[src/rtl/mips_pkg.sv]
// Shared MIPS encoding constants: instruction-format tags, field widths and common opcodes.
package mips_pkg;

    localparam int OP_W    = 6;
    localparam int REG_W   = 5;
    localparam int SHAMT_W = 5;
    localparam int FUNC_W  = 6;
    localparam int IMM_W   = 16;
    localparam int JADDR_W = 26;

    typedef enum logic [1:0] {
        FMT_R   = 2'b00,
        FMT_I   = 2'b01,
        FMT_J   = 2'b10,
        FMT_BAD = 2'b11
    } fmt_e;

    localparam logic [OP_W-1:0] OPC_RTYPE = 6'h00;
    localparam logic [OP_W-1:0] OPC_J     = 6'h02;
    localparam logic [OP_W-1:0] OPC_ADDI  = 6'h08;
    localparam logic [OP_W-1:0] OPC_LW    = 6'h23;
    localparam logic [OP_W-1:0] OPC_SW    = 6'h2B;

    typedef enum logic [1:0] {
        ST_IDLE,
        ST_LOAD,
        ST_DONE
    } asm_state_e;

endpackage

[src/rtl/inst_assembler_if.sv]
// Decoded-field stream from the program loader into the assembler (valid/ready).
interface inst_assembler_if;

    logic                        in_valid;
    logic                        in_ready;
    logic [1:0]                  fmt;
    logic [mips_pkg::OP_W-1:0]    OP;
    logic [mips_pkg::REG_W-1:0]   RS;
    logic [mips_pkg::REG_W-1:0]   RT;
    logic [mips_pkg::REG_W-1:0]   RD;
    logic [mips_pkg::SHAMT_W-1:0] SHMAT;
    logic [mips_pkg::FUNC_W-1:0]  FUNC;
    logic [mips_pkg::IMM_W-1:0]   IMME;
    logic [mips_pkg::JADDR_W-1:0] ADDR;
    logic                        last;

    modport master (
        output in_valid, fmt, OP, RS, RT, RD, SHMAT, FUNC, IMME, ADDR, last,
        input  in_ready
    );

    modport slave (
        input  in_valid, fmt, OP, RS, RT, RD, SHMAT, FUNC, IMME, ADDR, last,
        output in_ready
    );

endinterface

[src/rtl/inst_pack.sv]
// Combinational packer: format tag plus decoded fields back into a 32-bit MIPS word.
module inst_pack
    import mips_pkg::*;
(
    input  logic [1:0]         i_fmt,
    input  logic [OP_W-1:0]    i_op,
    input  logic [REG_W-1:0]   i_rs,
    input  logic [REG_W-1:0]   i_rt,
    input  logic [REG_W-1:0]   i_rd,
    input  logic [SHAMT_W-1:0] i_shamt,
    input  logic [FUNC_W-1:0]  i_func,
    input  logic [IMM_W-1:0]   i_imm,
    input  logic [JADDR_W-1:0] i_jaddr,
    output logic [31:0]        o_word
);

    always_comb begin
        o_word = '0;
        case (fmt_e'(i_fmt))
            FMT_R:   o_word = {i_op, i_rs, i_rt, i_rd, i_shamt, i_func};
            FMT_I:   o_word = {i_op, i_rs, i_rt, i_imm};
            FMT_J:   o_word = {i_op, i_jaddr};
            default: o_word = '0;
        endcase
    end

endmodule

[src/rtl/inst_assembler.sv]
// Load-session FSM that packs streamed field groups and writes them sequentially
// into instruction memory starting at BASE_ADDR.
module inst_assembler
    import mips_pkg::*;
#(
    parameter int DEPTH     = 256,
    parameter int ADDR_W    = 8,
    parameter int BASE_ADDR = 0
) (
    input  logic              clk,
    input  logic              myreset,
    input  logic              start,
    inst_assembler_if.slave   fin,
    output logic              imem_we,
    output logic [ADDR_W-1:0] imem_addr,
    output logic [31:0]       imem_wdata,
    output logic              busy,
    output logic              done,
    output logic [ADDR_W:0]   count,
    output logic              err_fmt
);

    localparam logic [ADDR_W:0] DEPTH_C = (ADDR_W+1)'(DEPTH);
    localparam logic [ADDR_W:0] LAST_C  = (ADDR_W+1)'(DEPTH - 1);
    localparam logic [ADDR_W:0] ONE_C   = (ADDR_W+1)'(1);
    localparam logic [ADDR_W:0] BASE_C  = (ADDR_W+1)'(BASE_ADDR);

    asm_state_e        r_state, w_state_nxt;
    logic              r_imem_we;
    logic [ADDR_W-1:0] r_imem_addr;
    logic [31:0]       r_imem_wdata;
    logic [ADDR_W:0]   r_count;
    logic              r_err_fmt;

    logic              w_xfer, w_legal, w_fill;
    logic [31:0]       w_word;
    logic [ADDR_W:0]   w_addr_sum;

    inst_pack u_pack (
        .i_fmt   (fin.fmt),
        .i_op    (fin.OP),
        .i_rs    (fin.RS),
        .i_rt    (fin.RT),
        .i_rd    (fin.RD),
        .i_shamt (fin.SHMAT),
        .i_func  (fin.FUNC),
        .i_imm   (fin.IMME),
        .i_jaddr (fin.ADDR),
        .o_word  (w_word)
    );

    assign w_xfer     = fin.in_valid && fin.in_ready;
    assign w_legal    = (fin.fmt != FMT_BAD);
    // Leave LOAD on the transfer that fills memory so done lines up with the final write.
    assign w_fill     = w_xfer && w_legal && (r_count == LAST_C);
    assign w_addr_sum = BASE_C + r_count;

    always_ff @(posedge clk or negedge myreset) begin
        if (!myreset) r_state <= ST_IDLE;
        else          r_state <= w_state_nxt;
    end

    always_comb begin
        w_state_nxt = r_state;
        case (r_state)
            ST_IDLE: if (start) w_state_nxt = ST_LOAD;
            ST_LOAD: if ((w_xfer && fin.last) || w_fill || (r_count >= DEPTH_C))
                         w_state_nxt = ST_DONE;
            ST_DONE: w_state_nxt = ST_IDLE;
            default: w_state_nxt = ST_IDLE;
        endcase
    end

    always_comb begin
        fin.in_ready = (r_state == ST_LOAD) && (r_count < DEPTH_C);
        busy         = (r_state != ST_IDLE);
        done         = (r_state == ST_DONE);
    end

    always_ff @(posedge clk or negedge myreset) begin
        if (!myreset) begin
            r_imem_we    <= 1'b0;
            r_imem_addr  <= '0;
            r_imem_wdata <= '0;
            r_count      <= '0;
            r_err_fmt    <= 1'b0;
        end else begin
            r_imem_we <= w_xfer && w_legal;
            if ((r_state == ST_IDLE) && start) begin
                r_count   <= '0;
                r_err_fmt <= 1'b0;
            end else if (w_xfer) begin
                if (w_legal) begin
                    r_imem_addr  <= w_addr_sum[ADDR_W-1:0];
                    r_imem_wdata <= w_word;
                    r_count      <= r_count + ONE_C;
                end else begin
                    r_err_fmt <= 1'b1;
                end
            end
        end
    end

    assign imem_we    = r_imem_we;
    assign imem_addr  = r_imem_addr;
    assign imem_wdata = r_imem_wdata;
    assign count      = r_count;
    assign err_fmt    = r_err_fmt;

endmodule
[src/flat_wrapper.sv]
// flat-port wrapper written by rule: the top's interface ports become plain ports
module inst_assembler_flat import mips_pkg::*;
#(
    parameter int DEPTH     = 256,
    parameter int ADDR_W    = 8,
    parameter int BASE_ADDR = 0
)
  (clk, myreset, start, imem_we, imem_addr, imem_wdata, busy, done, count, err_fmt, fin_in_valid, fin_fmt, fin_OP, fin_RS, fin_RT, fin_RD, fin_SHMAT, fin_FUNC, fin_IMME, fin_ADDR, fin_last, fin_in_ready);
  inst_assembler_if fin_i ();
  input  logic clk;
  input  logic myreset;
  input  logic start;
  output logic imem_we;
  output logic [ADDR_W-1:0] imem_addr;
  output logic [31:0] imem_wdata;
  output logic busy;
  output logic done;
  output logic [ADDR_W:0] count;
  output logic err_fmt;
  input wire logic [$bits(fin_i.in_valid)-1:0] fin_in_valid;
  input wire logic [$bits(fin_i.fmt)-1:0] fin_fmt;
  input wire logic [$bits(fin_i.OP)-1:0] fin_OP;
  input wire logic [$bits(fin_i.RS)-1:0] fin_RS;
  input wire logic [$bits(fin_i.RT)-1:0] fin_RT;
  input wire logic [$bits(fin_i.RD)-1:0] fin_RD;
  input wire logic [$bits(fin_i.SHMAT)-1:0] fin_SHMAT;
  input wire logic [$bits(fin_i.FUNC)-1:0] fin_FUNC;
  input wire logic [$bits(fin_i.IMME)-1:0] fin_IMME;
  input wire logic [$bits(fin_i.ADDR)-1:0] fin_ADDR;
  input wire logic [$bits(fin_i.last)-1:0] fin_last;
  output wire logic [$bits(fin_i.in_ready)-1:0] fin_in_ready;
  assign fin_i.in_valid = fin_in_valid;
  assign fin_i.fmt = fin_fmt;
  assign fin_i.OP = fin_OP;
  assign fin_i.RS = fin_RS;
  assign fin_i.RT = fin_RT;
  assign fin_i.RD = fin_RD;
  assign fin_i.SHMAT = fin_SHMAT;
  assign fin_i.FUNC = fin_FUNC;
  assign fin_i.IMME = fin_IMME;
  assign fin_i.ADDR = fin_ADDR;
  assign fin_i.last = fin_last;
  assign fin_in_ready = fin_i.in_ready;
  inst_assembler #(.DEPTH(DEPTH), .ADDR_W(ADDR_W), .BASE_ADDR(BASE_ADDR)) u_core (.clk(clk), .myreset(myreset), .start(start), .fin(fin_i), .imem_we(imem_we), .imem_addr(imem_addr), .imem_wdata(imem_wdata), .busy(busy), .done(done), .count(count), .err_fmt(err_fmt));
endmodule
[config.mk]
export PLATFORM = sky130hd
export DESIGN_NAME = inst_assembler_flat
export DESIGN_NICKNAME = d
export VERILOG_FILES = /design/src/rtl/mips_pkg.sv /design/src/rtl/inst_assembler_if.sv /design/src/rtl/inst_pack.sv /design/src/rtl/inst_assembler.sv /design/src/flat_wrapper.sv
export SDC_FILE = /design/constraint.sdc
export NUM_CORES = 1
export LEC_CHECK = 0
export ABC_AREA = 1
export CAP_MARGIN = 10
export CORE_MARGIN = 2
export CORE_UTILIZATION = 35
export CTS_CLUSTER_SIZE = 10
export DETAILED_ROUTE_END_ITERATION = 6
export HOLD_SLACK_MARGIN = 0.12
export PLACE_DENSITY = 0.83
export SLEW_MARGIN = 10
export SYNTH_ARGS = -nofsm -noshare
export SYNTH_HDL_FRONTEND = slang
export SYNTH_SLANG_ARGS = --single-unit
[constraint.sdc]
create_clock -name clk -period 1.8 [get_ports clk]
set_input_delay 0.18 -clock clk [delete_from_list [all_inputs] [get_ports clk]]
set_output_delay 0.18 -clock clk [all_outputs]
set_load 0.01 [all_outputs]
==> flow_summary.json <==
{
  "status": "completed",
  "dpl.hpwl_mm": 5.63,
  "required_ps": 1620,
  "crit_path_end_kind": "output pin",
  "drtIter0Drc": 89,
  "post-route-util": 0.575,
  "finalWorstSetupSlack_ps": 106,
  "final_common_cell": "nand2_1",
  "antenna_found_initial": 0,
  "cp_max_fo": 3,
  "finalWirelength_mm": 7.14,
  "clock_path_buffers": 2,
  "netlist_instances": 337,
  "clk_latency_ps": 310,
  "final_cell_mix": "nand2_1, clkdlybuf4s50_1, dfrtp_1",
  "ctsResizeCount": 0,
  "synth_seq_cells": 53,
  "root_buffer": "clkbuf_8",
  "finalWeightedCongestion": 0.833,
  "irDropWorstVdd_mv": 0.429,
  "clock_sinks": 53,
  "routedWlPerCell_um": 12.4,
  "finClkSkew_ps": 11.5,
  "final_area_mm2": 0.00417,
  "startpoint_type": "flop",
  "dr.pass1.iters": 4,
  "syn_area_per_cell_um2": 7.75,
  "grt-ovfl-total": 0,
  "arrival_ps": 1510,
  "timing.final.hold_violations": 0,
  "postRouteAntennaNets": 0,
  "synth_nets": 420,
  "slew_violations": 0,
  "fp.dieH_um": 90.4,
  "placedCellCount": 565,
  "setup-violations-final": 0,
  "ios": 135,
  "place_ws_ps": 40.3,
  "power.density_mw_per_mm2": 1070,
  "maxCapViolations": 0,
  "worstSetupPathType": "reg2out",
  "n_antenna_cell": 0,
  "final_cells": 574,
  "dpl-instance-area_mm2": 0.00407,
  "row_count": 31,
  "leakagePower_nw": 1.97,
  "dieWidth_um": 90.4,
  "relSlewSlack": 0.603,
  "drc": 0,
  "vias": 2679,
  "grt_pass1_vias": 2517,
  "tns_ps": 0,
  "yosysWarnings": 0,
  "synthToLayoutAreaGrowth_pct": 59.6,
  "seq_area_frac_synth": 0.508,
  "max_freq_mhz": 590,
  "rsz0062_at_grt": "no",
  "syn_area_mm2": 0.00261,
  "vias_per_cell": 4.67,
  "grt_max_degree": 45,
  "initial_core_util": 0.360,
  "numCtsBuffers": 5,
  "min_period_ps": 1690,
  "htree_levels": 2,
  "grt_usage": 0.171,
  "synth_cell_types": 22,
  "hold_class": "in2async",
  "die_area_mm2": 0.00817,
  "worst_pin_slew_ps": 596,
  "grt_pass1_wl_mm": 11.4,
  "cts_tree": "done",
  "port_buffers": 134,
  "core_mm2": 0.00725,
  "post-cts-setup-buffer-count": 0,
  "path_clk_slew_ps": 100,
  "layout.nets": 557,
  "min_period_over_period": 0.941,
  "drive_above_1_share": 0.0547
}
## Yosys cell counts
cell,n,area (um^2)
o21a_1,1,7.51
dfrtp_1,53,1330
inv_2,1,3.75
nand2_2,1,6.26
nand2_1,175,657
xor2_1,1,8.76
buf_4,7,52.6
buf_2,2,10.0
nor3_2,1,10.0
nor3_1,1,5.00
clkbuf_1,4,15.0
o21ai_0,16,80.1
a22o_1,10,87.6
nand4_1,4,25.0
buf_6,2,22.5
nor2_2,1,6.26
nand3_1,25,125
nor2_4,3,33.8
inv_1,17,63.8
ha_1,2,25.0
a21oi_1,3,15.0
nor2_1,7,26.3
## flip-flops by register name, summed over array words and instances (netlist names)
register / count
u_core.imem_addr: 8
u_core.imem_wdata: 32
u_core.err_fmt: 1
u_core.imem_we: 1
u_core.r_state: 2
u_core.count: 9
## stage by stage
stage	power [W]	hold slack [ps]
floorplan	0.00265	-116
global placement	0.00379	206
detailed placement	0.00384	221
CTS	0.00452	397
global route	0.00477	406
finish	0.00445	401
## critical path: stages (launching register included)
cell,delay [ps]
dfrtp_1,380
inv_1,80
nor2_2,100
nand2_1,80
inv_1,50
clkdlybuf4s50_1,520
## layout make-up
class	count	area, um^2
Fill cell	655	3080
Timing Repair Buffer	145	1450
Sequential cell	53	1330
Multi-Input combinational cell	251	1120
Tap cell	99	124
Clock buffer	5	68.8
Inverter	18	67.6
Clock inverter	3	17.5
## layer usage
metal	up-vias	global-route usage	part of all wire
met5	-	0	0
met4	0	0.0590	0.021
met3	12	0.0501	0.061
met2	88	0.318	0.53
met1	1246	0.184	0.39
li1	1333	-	-
## path summary, 6_finish.rpt
path,to,slack (ps),from,depth (start not counted)
worst max-delay path,fin_in_ready,110,u_core.r_state[0]$_DFFE_PN0P_,5
worst min-delay path,u_core.count[4]$_DFFE_PN0P_,400,myreset,2
worst max register to register,u_core.imem_addr[6]$_DFFE_PN0P_,320,u_core.r_state[1]$_DFFE_PN0P_,7
worst min register to register,u_core.imem_wdata[15]$_DFFE_PN0P_,480,u_core.imem_wdata[15]$_DFFE_PN0P_,2
max in group asynchronous,u_core.imem_wdata[23]$_DFFE_PN0P_,840,myreset,3
min in group clk,u_core.imem_wdata[27]$_DFFE_PN0P_,410,fin_OP[1],3
## power by group
| part | internal [W] | leakage (nW) | switching [W] |
|---|---|---|---|
| Sequential | 0.00157 | 0.695 | 0.000217 |
| Clock | 0.000270 | 0.0439 | 0.000395 |
| Combinational | 0.00108 | 1.23 | 0.000924 |
| Total | 0.00291 | 1.97 | 0.00154 |
## repair_timing
action,in CTS,in global routing
setup endpoints to repair,0,0
hold endpoints to repair,24,0
hold buffers,1,0
## cells by family (layout without fill, tap and decap cells)
kind of cell,Yosys count,count (layout),share of synthesized area
and+or+nand+nor,218,218,0.342
DFF,53,53,0.508
adders and majority gates,2,2,0.00958
buffers and inverters,33,171,0.0642
AOI/OAI and AO/OA,30,30,0.0728
xor gates and xnor gates,1,1,0.00335
Note: power is estimated with default switching activity, not from simulation.
